### config.mk
export PLATFORM = sky130hd
export DESIGN_NAME = jpegls_run_decoder_flat
export DESIGN_NICKNAME = d
export VERILOG_FILES = /design/src/rtl/jpegls_run_decoder_if.sv /design/src/rtl/jpegls_run_decoder.sv /design/src/flat_wrapper.sv
export SDC_FILE = /design/constraint.sdc
export NUM_CORES = 1
export LEC_CHECK = 0
export ABC_AREA = 0
export CAP_MARGIN = 20
export CORE_MARGIN = 4
export CORE_UTILIZATION = 32
export DETAILED_ROUTE_END_ITERATION = 12
export GPL_TIMING_DRIVEN = 0
export SLEW_MARGIN = 5
export SYNTH_ARGS = -nofsm -noshare
export SYNTH_HDL_FRONTEND = slang
export SYNTH_SLANG_ARGS = --single-unit
### constraint.sdc
create_clock -name clk -period 9.1 [get_ports clk]
set_input_delay 1.365 -clock clk [delete_from_list [all_inputs] [get_ports clk]]
set_output_delay 1.365 -clock clk [all_outputs]
set_load 0.01 [all_outputs]
### src/rtl/jpegls_run_decoder_if.sv
// Run-decoder control and bitstream bundle: the bit reader handshake, run start/scan controls and the per-run result.
// master drives the stream and controls; slave is the decoder.
interface jpegls_run_decoder_if #(
    parameter int runcount_length = 16,
    parameter int runindex_length = 5
);
    logic                       scan_start;
    logic                       start;
    logic [runcount_length-1:0] line_remaining;
    logic                       bit_in;
    logic                       bit_valid;
    logic                       bit_ready;
    logic                       busy;
    logic                       run_done;
    logic [runcount_length-1:0] run_length;
    logic                       run_interrupted;
    logic [runindex_length-1:0] run_index_o;
    logic                       run_error;

    modport master (
        output scan_start, start, line_remaining, bit_in, bit_valid,
        input  bit_ready, busy, run_done, run_length, run_interrupted, run_index_o, run_error
    );

    modport slave (
        input  scan_start, start, line_remaining, bit_in, bit_valid,
        output bit_ready, busy, run_done, run_length, run_interrupted, run_index_o, run_error
    );
endinterface

### src/rtl/jpegls_run_decoder.sv
// JPEG-LS run-mode decoder: rebuilds run length and interruption flag from one stream bit per cycle with RUNindex adaptation.
// Latency: last relevant bit -> run_done next cycle; bits are taken only in HITS/REMAINDER, idle bit cycles change nothing.
module jpegls_run_decoder #(
    parameter int runcount_length = 16,
    parameter int runindex_length = 5,
    parameter int J_length        = 4
) (
    input logic                clk,
    input logic                reset,
    jpegls_run_decoder_if.slave io
);
    localparam int RMD_W = (1 << J_length) - 1;
    localparam logic [runcount_length-1:0] CONE = 1;
    localparam logic [runindex_length-1:0] XONE = 1;
    localparam logic [J_length-1:0]        JONE = 1;
    localparam logic [J_length-1:0] J_ROM [32] = '{
        0, 0, 0, 0, 1, 1, 1, 1, 2, 2, 2, 2, 3, 3, 3, 3,
        4, 4, 5, 5, 6, 6, 7, 7, 8, 9, 10, 11, 12, 13, 14, 15
    };

    typedef enum logic [1:0] {IDLE, HITS, REMAINDER, DONE} state_t;

    state_t                     state;
    logic [runindex_length-1:0] run_index;
    logic [runcount_length-1:0] rem;
    logic [runcount_length-1:0] cnt;
    logic [RMD_W-1:0]           rmd;
    logic [J_length-1:0]        bit_cnt;

    logic [J_length-1:0]        j_cur;
    logic [runcount_length-1:0] rg, span, add, cnt_next, rem_m1, len_out;
    logic [RMD_W-1:0]           rmd_shift, rmd_in;
    logic [runcount_length:0]   len_sum;
    logic                       len_err, consume, finish_eol, finish_int;

    assign io.bit_ready = (state == HITS) || (state == REMAINDER);
    assign io.busy      = (state != IDLE);
    assign consume      = io.bit_valid && io.bit_ready;

    assign j_cur     = J_ROM[run_index];
    assign rg        = CONE << j_cur;
    assign span      = rem - cnt;
    assign add       = (rg < span) ? rg : span;
    assign cnt_next  = cnt + add;
    assign rmd_shift = {rmd[RMD_W-2:0], io.bit_in};
    assign rmd_in    = (state == REMAINDER) ? rmd_shift : '0;

    // Widened sum; the clamp keeps room for the interruption pixel itself.
    assign len_sum = {1'b0, cnt} + {{(runcount_length + 1 - RMD_W){1'b0}}, rmd_in};
    assign rem_m1  = rem - CONE;
    assign len_err = len_sum > {1'b0, rem_m1};
    assign len_out = len_err ? rem_m1 : len_sum[runcount_length-1:0];

    assign finish_eol = consume && (state == HITS) && io.bit_in && (cnt_next == rem);
    assign finish_int = consume && (((state == HITS) && !io.bit_in && (j_cur == '0)) ||
                                    ((state == REMAINDER) && (bit_cnt == JONE)));

    always_ff @(posedge clk) begin
        if (reset) begin
            state              <= IDLE;
            run_index          <= '0;
            rem                <= '0;
            cnt                <= '0;
            rmd                <= '0;
            bit_cnt            <= '0;
            io.run_done        <= 1'b0;
            io.run_length      <= '0;
            io.run_interrupted <= 1'b0;
            io.run_index_o     <= '0;
            io.run_error       <= 1'b0;
        end else begin
            io.run_done <= 1'b0;
            case (state)
                IDLE: begin
                    if (io.scan_start) run_index <= '0;
                    if (io.start) begin
                        rem <= io.line_remaining;
                        cnt <= '0;
                        rmd <= '0;
                        if (io.line_remaining == '0) begin
                            state              <= DONE;
                            io.run_done        <= 1'b1;
                            io.run_length      <= '0;
                            io.run_interrupted <= 1'b0;
                            io.run_error       <= 1'b0;
                            io.run_index_o     <= io.scan_start ? '0 : run_index;
                        end else begin
                            state <= HITS;
                        end
                    end
                end
                HITS: begin
                    if (consume) begin
                        if (io.bit_in) begin
                            cnt <= cnt_next;
                            if ((add == rg) && (run_index != '1)) run_index <= run_index + XONE;
                        end else if (j_cur != '0) begin
                            state   <= REMAINDER;
                            bit_cnt <= j_cur;
                        end
                    end
                end
                REMAINDER: begin
                    if (consume) begin
                        rmd     <= rmd_shift;
                        bit_cnt <= bit_cnt - JONE;
                    end
                end
                DONE:    state <= IDLE;
                default: state <= IDLE;
            endcase

            if (finish_eol) begin
                state              <= DONE;
                io.run_done        <= 1'b1;
                io.run_length      <= cnt_next;
                io.run_interrupted <= 1'b0;
                io.run_error       <= 1'b0;
                io.run_index_o     <= run_index;
            end

            // RUNindex is frozen during REMAINDER, so it still holds the pre-decrement value here.
            if (finish_int) begin
                state              <= DONE;
                io.run_done        <= 1'b1;
                io.run_length      <= len_out;
                io.run_interrupted <= 1'b1;
                io.run_error       <= len_err;
                io.run_index_o     <= run_index;
                if (run_index != '0) run_index <= run_index - XONE;
            end
        end
    end
endmodule

### src/flat_wrapper.sv
// flat-port wrapper written by rule: the top's interface ports become plain ports
module jpegls_run_decoder_flat 
#(
    parameter int runcount_length = 16,
    parameter int runindex_length = 5,
    parameter int J_length        = 4
)
  (clk, reset, io_scan_start, io_start, io_line_remaining, io_bit_in, io_bit_valid, io_bit_ready, io_busy, io_run_done, io_run_length, io_run_interrupted, io_run_index_o, io_run_error);
  jpegls_run_decoder_if #(.runcount_length(runcount_length), .runindex_length(runindex_length)) io_i ();
  input logic clk;
  input logic reset;
  input wire logic [$bits(io_i.scan_start)-1:0] io_scan_start;
  input wire logic [$bits(io_i.start)-1:0] io_start;
  input wire logic [$bits(io_i.line_remaining)-1:0] io_line_remaining;
  input wire logic [$bits(io_i.bit_in)-1:0] io_bit_in;
  input wire logic [$bits(io_i.bit_valid)-1:0] io_bit_valid;
  output wire logic [$bits(io_i.bit_ready)-1:0] io_bit_ready;
  output wire logic [$bits(io_i.busy)-1:0] io_busy;
  output wire logic [$bits(io_i.run_done)-1:0] io_run_done;
  output wire logic [$bits(io_i.run_length)-1:0] io_run_length;
  output wire logic [$bits(io_i.run_interrupted)-1:0] io_run_interrupted;
  output wire logic [$bits(io_i.run_index_o)-1:0] io_run_index_o;
  output wire logic [$bits(io_i.run_error)-1:0] io_run_error;
  assign io_i.scan_start = io_scan_start;
  assign io_i.start = io_start;
  assign io_i.line_remaining = io_line_remaining;
  assign io_i.bit_in = io_bit_in;
  assign io_i.bit_valid = io_bit_valid;
  assign io_bit_ready = io_i.bit_ready;
  assign io_busy = io_i.busy;
  assign io_run_done = io_i.run_done;
  assign io_run_length = io_i.run_length;
  assign io_run_interrupted = io_i.run_interrupted;
  assign io_run_index_o = io_i.run_index_o;
  assign io_run_error = io_i.run_error;
  jpegls_run_decoder #(.runcount_length(runcount_length), .runindex_length(runindex_length), .J_length(J_length)) u_core (.clk(clk), .reset(reset), .io(io_i));
endmodule
==> results of run 1 <==
==> worst max-delay path, delay by kind of cell (launching register included) <==
kind | cells | cell delay [ns]
buf+inv | 5 | 0.98
xor+xnor | 2 | 0.40
simple gates | 6 | 1.41
flops | 1 | 0.36
compound gates | 13 | 3.48
fa+ha+maj | 5 | 1.68
==> state kept, by name (all words and copies together) (netlist names) <==
name                       count
u_core.io.run_interrupted      1
u_core.cnt                    16
u_core.io.run_length          16
u_core.rem                    16
u_core.run_index               5
u_core.state                   2
u_core.io.run_index_o          5
u_core.io.run_done             1
u_core.bit_cnt                 4
u_core.io.run_error            1
u_core.rmd                    14
==> metrics by stage <==
step | utilization | worst slack, ns | instance area, um2
floorplan | - | 2.07 | 8290
global placement | 0.362 | 0.342 | 9170
detailed placement | 0.362 | 0.253 | 9170
CTS | 0.374 | 0.218 | 9480
global route | 0.375 | 0.0478 | 9500
finish | 0.375 | 0.635 | 9500
==> Yosys cell counts (4+ instances only) <==
cell type  count
and2_1        21
or2_2          5
o21ai_0       33
nor4b_1        8
a21o_1        15
nor3b_1        9
xor2_1        30
nor2_1        92
a21oi_1       90
nand3b_1       5
xnor2_1       44
inv_1         46
o21a_1        12
buf_2         11
a211o_1        7
nor2b_1        5
a22oi_1       18
and3_1         8
a211oi_1       9
a31oi_1       26
a22o_1         4
nor3_1        36
o21bai_1       6
nand2b_1       9
or3_1         13
nor4_1        13
nand4_1       11
dfxtp_1       81
mux2i_1       12
xnor3_1        5
ha_1          86
nand2_1      151
clkbuf_1      46
o31a_1         4
nand3_1       38
o211ai_1      26
==> timing repair <==
item | in CTS | in global routing
hold endpoints to repair | 0 | 0
resized for setup | 0 | 4
endpoints found under the setup margin | 0 | 26
==> where the power goes <==
part / switching (mW) / internal [mW]
registers: 0.0371 / 0.373
clock network: 0.148 / 0.246
logic: 0.507 / 0.317
total: 0.692 / 0.936
==> per-layer routing <==
layer / up-vias / track usage
met5: - / 0
met4: 0 / 0.0543
met3: 51 / 0.0311
met2: 342 / 0.292
met1: 4005 / 0.278
li1: 4159 / -
==> cell families (layout without fill, tap and decap cells) <==
logic type / Yosys count / count (layout) / share of synthesized area
flip-flops: 81 / 81 / 0.196
multiplexers: 15 / 15 / 0.0186
buffers and inverters: 110 / 172 / 0.0539
XOR/XNOR: 81 / 81 / 0.0975
AND/OR/NAND/NOR: 442 / 442 / 0.260
AO/OA/AOI/OAI: 296 / 296 / 0.238
adder cells (fa/ha/maj): 89 / 89 / 0.137
==> final cells by class <==
cell class              instances  share of cell area
multi-input cells             923               0.656
flip-flops and latches         81               0.171
repair buffers                 47              0.0495
well taps                     330              0.0435
plain buffers                  63              0.0281
clock buffers                  12              0.0260
inverters                      47              0.0191
clock inverters                 3             0.00685
==> how the worst max path moves through the flow <==
stage,start,end,slack (ns),cells past startpoint
floorplan,u_core.rem[0],u_core.io.run_length[15],2.07,31
global placement,u_core.rem[0],u_core.io.run_length[15],0.34,31
detailed placement,u_core.rem[0],u_core.io.run_length[15],0.25,31
CTS,u_core.rem[0],u_core.io.run_length[15],0.22,31
global route,u_core.rem[0],u_core.io.run_length[6],0.05,32
finish,u_core.rem[0],u_core.io.run_length[15],0.64,31
==> impl_results.md, run 1 <==
- Setup bufs post-CTS: 0
- WP data arrival: 8.69 ns
- Mapped Cells: 1114
- Slowest-stage cell, CP: fa_1
- #FFs+latches synth: 81
- CTS max path bufs: 2
- Synth area leaders: dfxtp_1 20%, ha_1 13%, nand2_1 6.8%
- Total nets after synthesis: 1225
- Placed cells: 1491
- Worst Tran Pin Value: 0.826 ns
- Number of setup violations in the final report: 0
- Largest net degree at the start of global routing: 13
- F_max: 0.118 GHz
- Clock Skews: 0.00737 ns
- Worst hold start: u_core.rmd[5]
- Crit path kind: flop to flop
- Commonest non-fill, non-tap cell in the layout: nand2_1
- Metal-1 WL: 13.3 mm
- Core Area: 25300 um2
- Yosys top cell by area: dfxtp_1
- PnR Total Power: 1.63 mW
- Final Hold Fails: 0
- Reg2reg path depth: 31
- Min Hold Slack: 0.451 ns
- Synth unique cells: 80
- Max-slew violation count: 0
- Site Rows: 58
- PD cells: 171 nW/um2
- Antenna diodes: 0
- Area grow syn2layout: 14.6%
- Reg area: 1620 um2
- Hold-critical path depth: 2
- Ys async rst share: 0
- Worst vdd ir: 0.114 mV
- Mean number of vias per cell: 5.68
- Starting density of the core: 0.327
- Total CTS buffers: 9
- DR WL met2: 11.9 mm
- Ys flop type: dfxtp_1
- H-tree Lvls: 3
- Clock sink count: 81
- Synth Cell Area: 8290 um2
- Root Buffer: clkbuf_16
- Setup TNS: 0 ns
- Fin nets: 1283
- Crit Path Max Fanout: 10
- DP HPWL: 22.7 mm
- Outcome: finished clean
- # DRC: 0
- Max transition margin: 0.449
- R2r startpoint: u_core.rem[0]
- Fraction of layout cells with a size suffix above 1: 0.0434
- Detailed Routing Iterations Pass 1: 6
- Clock tree from TritonCTS: built
- Final WL: 27.9 mm
- Yosys top cell area share: 0.196
- Post-CTS Hold Buffers: 0
- Met3 routed WL: 2.03 mm
- DR vias: 8557
- LEAKAGE: 3.83 nW
- FF-to-FF End: u_core.io.run_length[15]
- Tot GR Track Use: 0.192
- Vias in the first global route: 7932
- Die Wd: 169 um
- Initial antenna violation count: 0
- Port bufs: 47
- Hold Crit Endpoint: u_core.rmd[5]
- Final critical path time including I/O delays and setup: 8.46 ns
- CP Data Required Time: 9.33 ns
- Clk_lat worst skew: 0.35 ns
- Die H: 169 um
- First-pass GRT wire length: 43.6 mm
- Crit path launch type: flop
- Tcrit/Tclk final: 0.930
- Post-route ant nets: 0
- I/O pin count: 48
- Max layer used: met4
- Post-Layout Cell Count: 1506
- Max-Cap Viols: 0
- Post-synthesis sequential area ratio: 0.196
- Commonest cells after routing, fill and taps aside: 151 x nand2_1, 92 x nor2_1, 90 x a21oi_1, 86 x ha_1, 81 x dfxtp_1
- Hold crit path type: flop to flop
- Reg-to-reg slack, setup: 0.64 ns
- Yosys warns: 0
- Remaining Overflow, GRT: 0
- CP Capture Type: flop
- Iter 0 DRT Violations: 814
- Clock-pin slew on the worst setup and hold paths: 0.06 ns
- RSZ-0062 raised after global routing: false
- Detailed-route wire length per cell: 18.5 um
- Routability congestion estimate: 0.938
- Die area: 28500 um2
- Multi-input gate area: 6230 um2
- Synth Area per Inst: 7.44 um2
- Fill cell count: 2646
- CP peak stage delay: 0.51 ns
- Post-synth EDFFs: 0
Power figures use the tool's default switching activity.
==> run 2: changes to the inputs <==
Settings changed: CTS_CLUSTER_SIZE from default to 10, GPL_ROUTABILITY_DRIVEN from default to 0.
==> impl_results.md, run 2 (synthesis results as in run 1) <==
- Crit path kind: flop to flop (unchanged)
- I/O pin count: 48 (unchanged)
- Tot GR Track Use: 0.188 (was 0.192)
- Mean number of vias per cell: 5.58 (was 5.68)
- Core Area: 25300 um2 (unchanged)
- Remaining Overflow, GRT: 0 (unchanged)
- Max-Cap Viols: 0 (unchanged)
- F_max: 0.116 GHz (was 0.118 GHz)
- Reg-to-reg slack, setup: 0.47 ns (was 0.64 ns)
- Commonest cells after routing, fill and taps aside: 151 x nand2_1, 92 x nor2_1, 90 x a21oi_1, 86 x ha_1, 81 x dfxtp_1 (unchanged)
- Post-route ant nets: 0 (unchanged)
- # DRC: 0 (unchanged)
- WP data arrival: 8.87 ns (was 8.69 ns)
- CP peak stage delay: 0.50 ns (was 0.51 ns)
- Root Buffer: clkbuf_16 (unchanged)
- Total CTS buffers: 9 (unchanged)
- Starting density of the core: 0.327 (unchanged)
- Final critical path time including I/O delays and setup: 8.63 ns (was 8.46 ns)
- Slowest-stage cell, CP: fa_1 (unchanged)
- Clock Skews: 0.00701 ns (was 0.00737 ns)
- First-pass GRT wire length: 42.7 mm (was 43.6 mm)
- R2r startpoint: u_core.rem[0] (unchanged)
- Antenna diodes: 0 (unchanged)
- Fraction of layout cells with a size suffix above 1: 0.0434 (unchanged)
- PD cells: 169 nW/um2 (was 171 nW/um2)
- Max transition margin: 0.521 (was 0.449)
- Die area: 28500 um2 (unchanged)
- CP Capture Type: flop (unchanged)
- DR vias: 8411 (was 8557)
- Port bufs: 47 (unchanged)
- Die H: 169 um (unchanged)
- Initial antenna violation count: 0 (unchanged)
- Fin util: 0.374 (was 0.375)
- Multi-input gate area: 6230 um2 (unchanged)
- Final Hold Fails: 0 (unchanged)
- LEAKAGE: 3.82 nW (was 3.83 nW)
- CP Data Required Time: 9.33 ns (about the same)
- Worst Tran Pin Value: 0.718 ns (was 0.826 ns)
- H-tree Lvls: 3 (unchanged)
- Hold crit path type: flop to flop (unchanged)
- Top flop regs: u_core.cnt: 16 flops, u_core.io.run_length: 16 flops, u_core.rem: 16 flops (unchanged)
- Crit Path Max Fanout: 10 (unchanged)
- Site Rows: 58 (unchanged)
- Outcome: finished clean (unchanged)
- Tcrit/Tclk final: 0.949 (was 0.930)
- FF-to-FF End: u_core.io.run_length[15] (unchanged)
- Setup TNS: 0 ns (unchanged)
- Iter 0 DRT Violations: 736 (was 814)
- Vias in the first global route: 7739 (was 7932)
- Number of setup violations in the final report: 0 (unchanged)
- Worst vdd ir: 0.0882 mV (was 0.114 mV)
- RSZ-0062 raised after global routing: false (unchanged)
- Reg area: 1620 um2 (unchanged)
- Hold Crit Endpoint: u_core.rmd[8] (was u_core.rmd[5])
- DP HPWL: 22.4 mm (was 22.7 mm)
- Fill cell count: 2681 (was 2646)
- Clock tree from TritonCTS: built (unchanged)
- Clock-pin slew on the worst setup and hold paths: 0.06 ns (about the same)
- Crit path launch type: flop (unchanged)
- Worst hold start: u_core.rmd[8] (was u_core.rmd[5])
- Die Wd: 169 um (unchanged)
- Commonest non-fill, non-tap cell in the layout: nand2_1 (unchanged)
- Hold-critical path depth: 2 (unchanged)
- CTS max path bufs: 2 (unchanged)
- Largest net degree at the start of global routing: 13 (unchanged)
- Fin nets: 1283 (unchanged)
- Clock sink count: 81 (unchanged)
- Max-slew violation count: 0 (unchanged)
- Detailed Routing Iterations Pass 1: 5 (was 6)
- Reg2reg path depth: 31 (unchanged)
- Detailed-route wire length per cell: 18.1 um (was 18.5 um)
- Final WL: 27.2 mm (was 27.9 mm)
- Area grow syn2layout: 14.4% (was 14.6%)
- Clk_lat worst skew: 0.34 ns (was 0.35 ns)
==> run 2: cell count changes in the layout (fill, tap and decap cells not counted), sizes merged <==
cell,change
clkbuf,+1
bufinv,-1
clkinv,-1
clkinvlp,+1
==> run 2: worst max-delay path by stage <==
| stage | cells past startpoint | endpoint | slack [ns] | start |
|---|---|---|---|---|
| 6_report | 31 | u_core.io.run_length[15] | 0.47 | u_core.rem[0] |
| 5_1_grt | 31 | u_core.io.run_length[15] | 0.02 | u_core.rem[0] |
| 4_1_cts | 31 | u_core.io.run_length[15] | 0.17 | u_core.rem[0] |
| 3_5_place_dp | 31 | u_core.io.run_length[15] | 0.22 | u_core.rem[0] |
| 3_3_place_gp | 31 | u_core.io.run_length[15] | 0.36 | u_core.rem[0] |
| 2_1_floorplan | 31 | u_core.io.run_length[15] | 2.07 | u_core.rem[0] |
==> run 2: final cells by class <==
type | instances | area share
clock buffer | 13 | 0.0274
clock inverter | 2 | 0.00396
tap | 330 | 0.0435
sequential | 81 | 0.171
timing repair buffer | 47 | 0.0496
inverter | 47 | 0.0191
buffer | 63 | 0.0281
multi-input combinational | 923 | 0.657
==> run 2: timing repair <==
| action | 4_1_cts | 5_1_grt |
|---|---|---|
| setup buffers | 0 | 0 |
| setup endpoints to repair | 0 | 26 |
| gates resized for setup | 0 | 4 |
| hold buffers | 0 | 0 |
==> run 2: per-stage QoR <==
stage	setup slack [ns]	power, mW	cells	hold slack (ns)	instance area (um2)
final	0.468	1.60	1506	0.449	9480
after CTS	0.173	1.59	1506	0.450	9470
after floorplan	2.07	1.00	1114	0.432	8290
after global placement	0.361	1.21	1491	0.437	9170
after global routing	0.0153	1.71	1506	0.472	9480
after detailed placement	0.224	1.22	1491	0.442	9170
==> run 2: report_power, final <==
part | internal, mW | total [mW] | switching, mW | leakage, nW
sequential | 0.373 | 0.409 | 0.0364 | 0.655
clock | 0.226 | 0.373 | 0.147 | 0.142
combinational | 0.316 | 0.818 | 0.501 | 3.02
==> run 2: metal layers <==
| layer | vias to the layer above | part of all wire | GRT usage |
|---|---|---|---|
| met4 | 0 | 0.019 | 0.0466 |
| li1 | 4169 | - | - |
| met1 | 3918 | 0.48 | 0.278 |
| met3 | 35 | 0.069 | 0.0264 |
| met5 | - | 0 | 0 |
| met2 | 289 | 0.43 | 0.286 |
==> run 2: critical path: cells and delay by family, from the launching register on <==
family          cells  cell delay, ns
xor+xnor            2            0.39
buf+inv             5            0.92
simple gates        6            1.55
fa+ha+maj           5            1.73
flops               1            0.37
compound gates     13            3.57
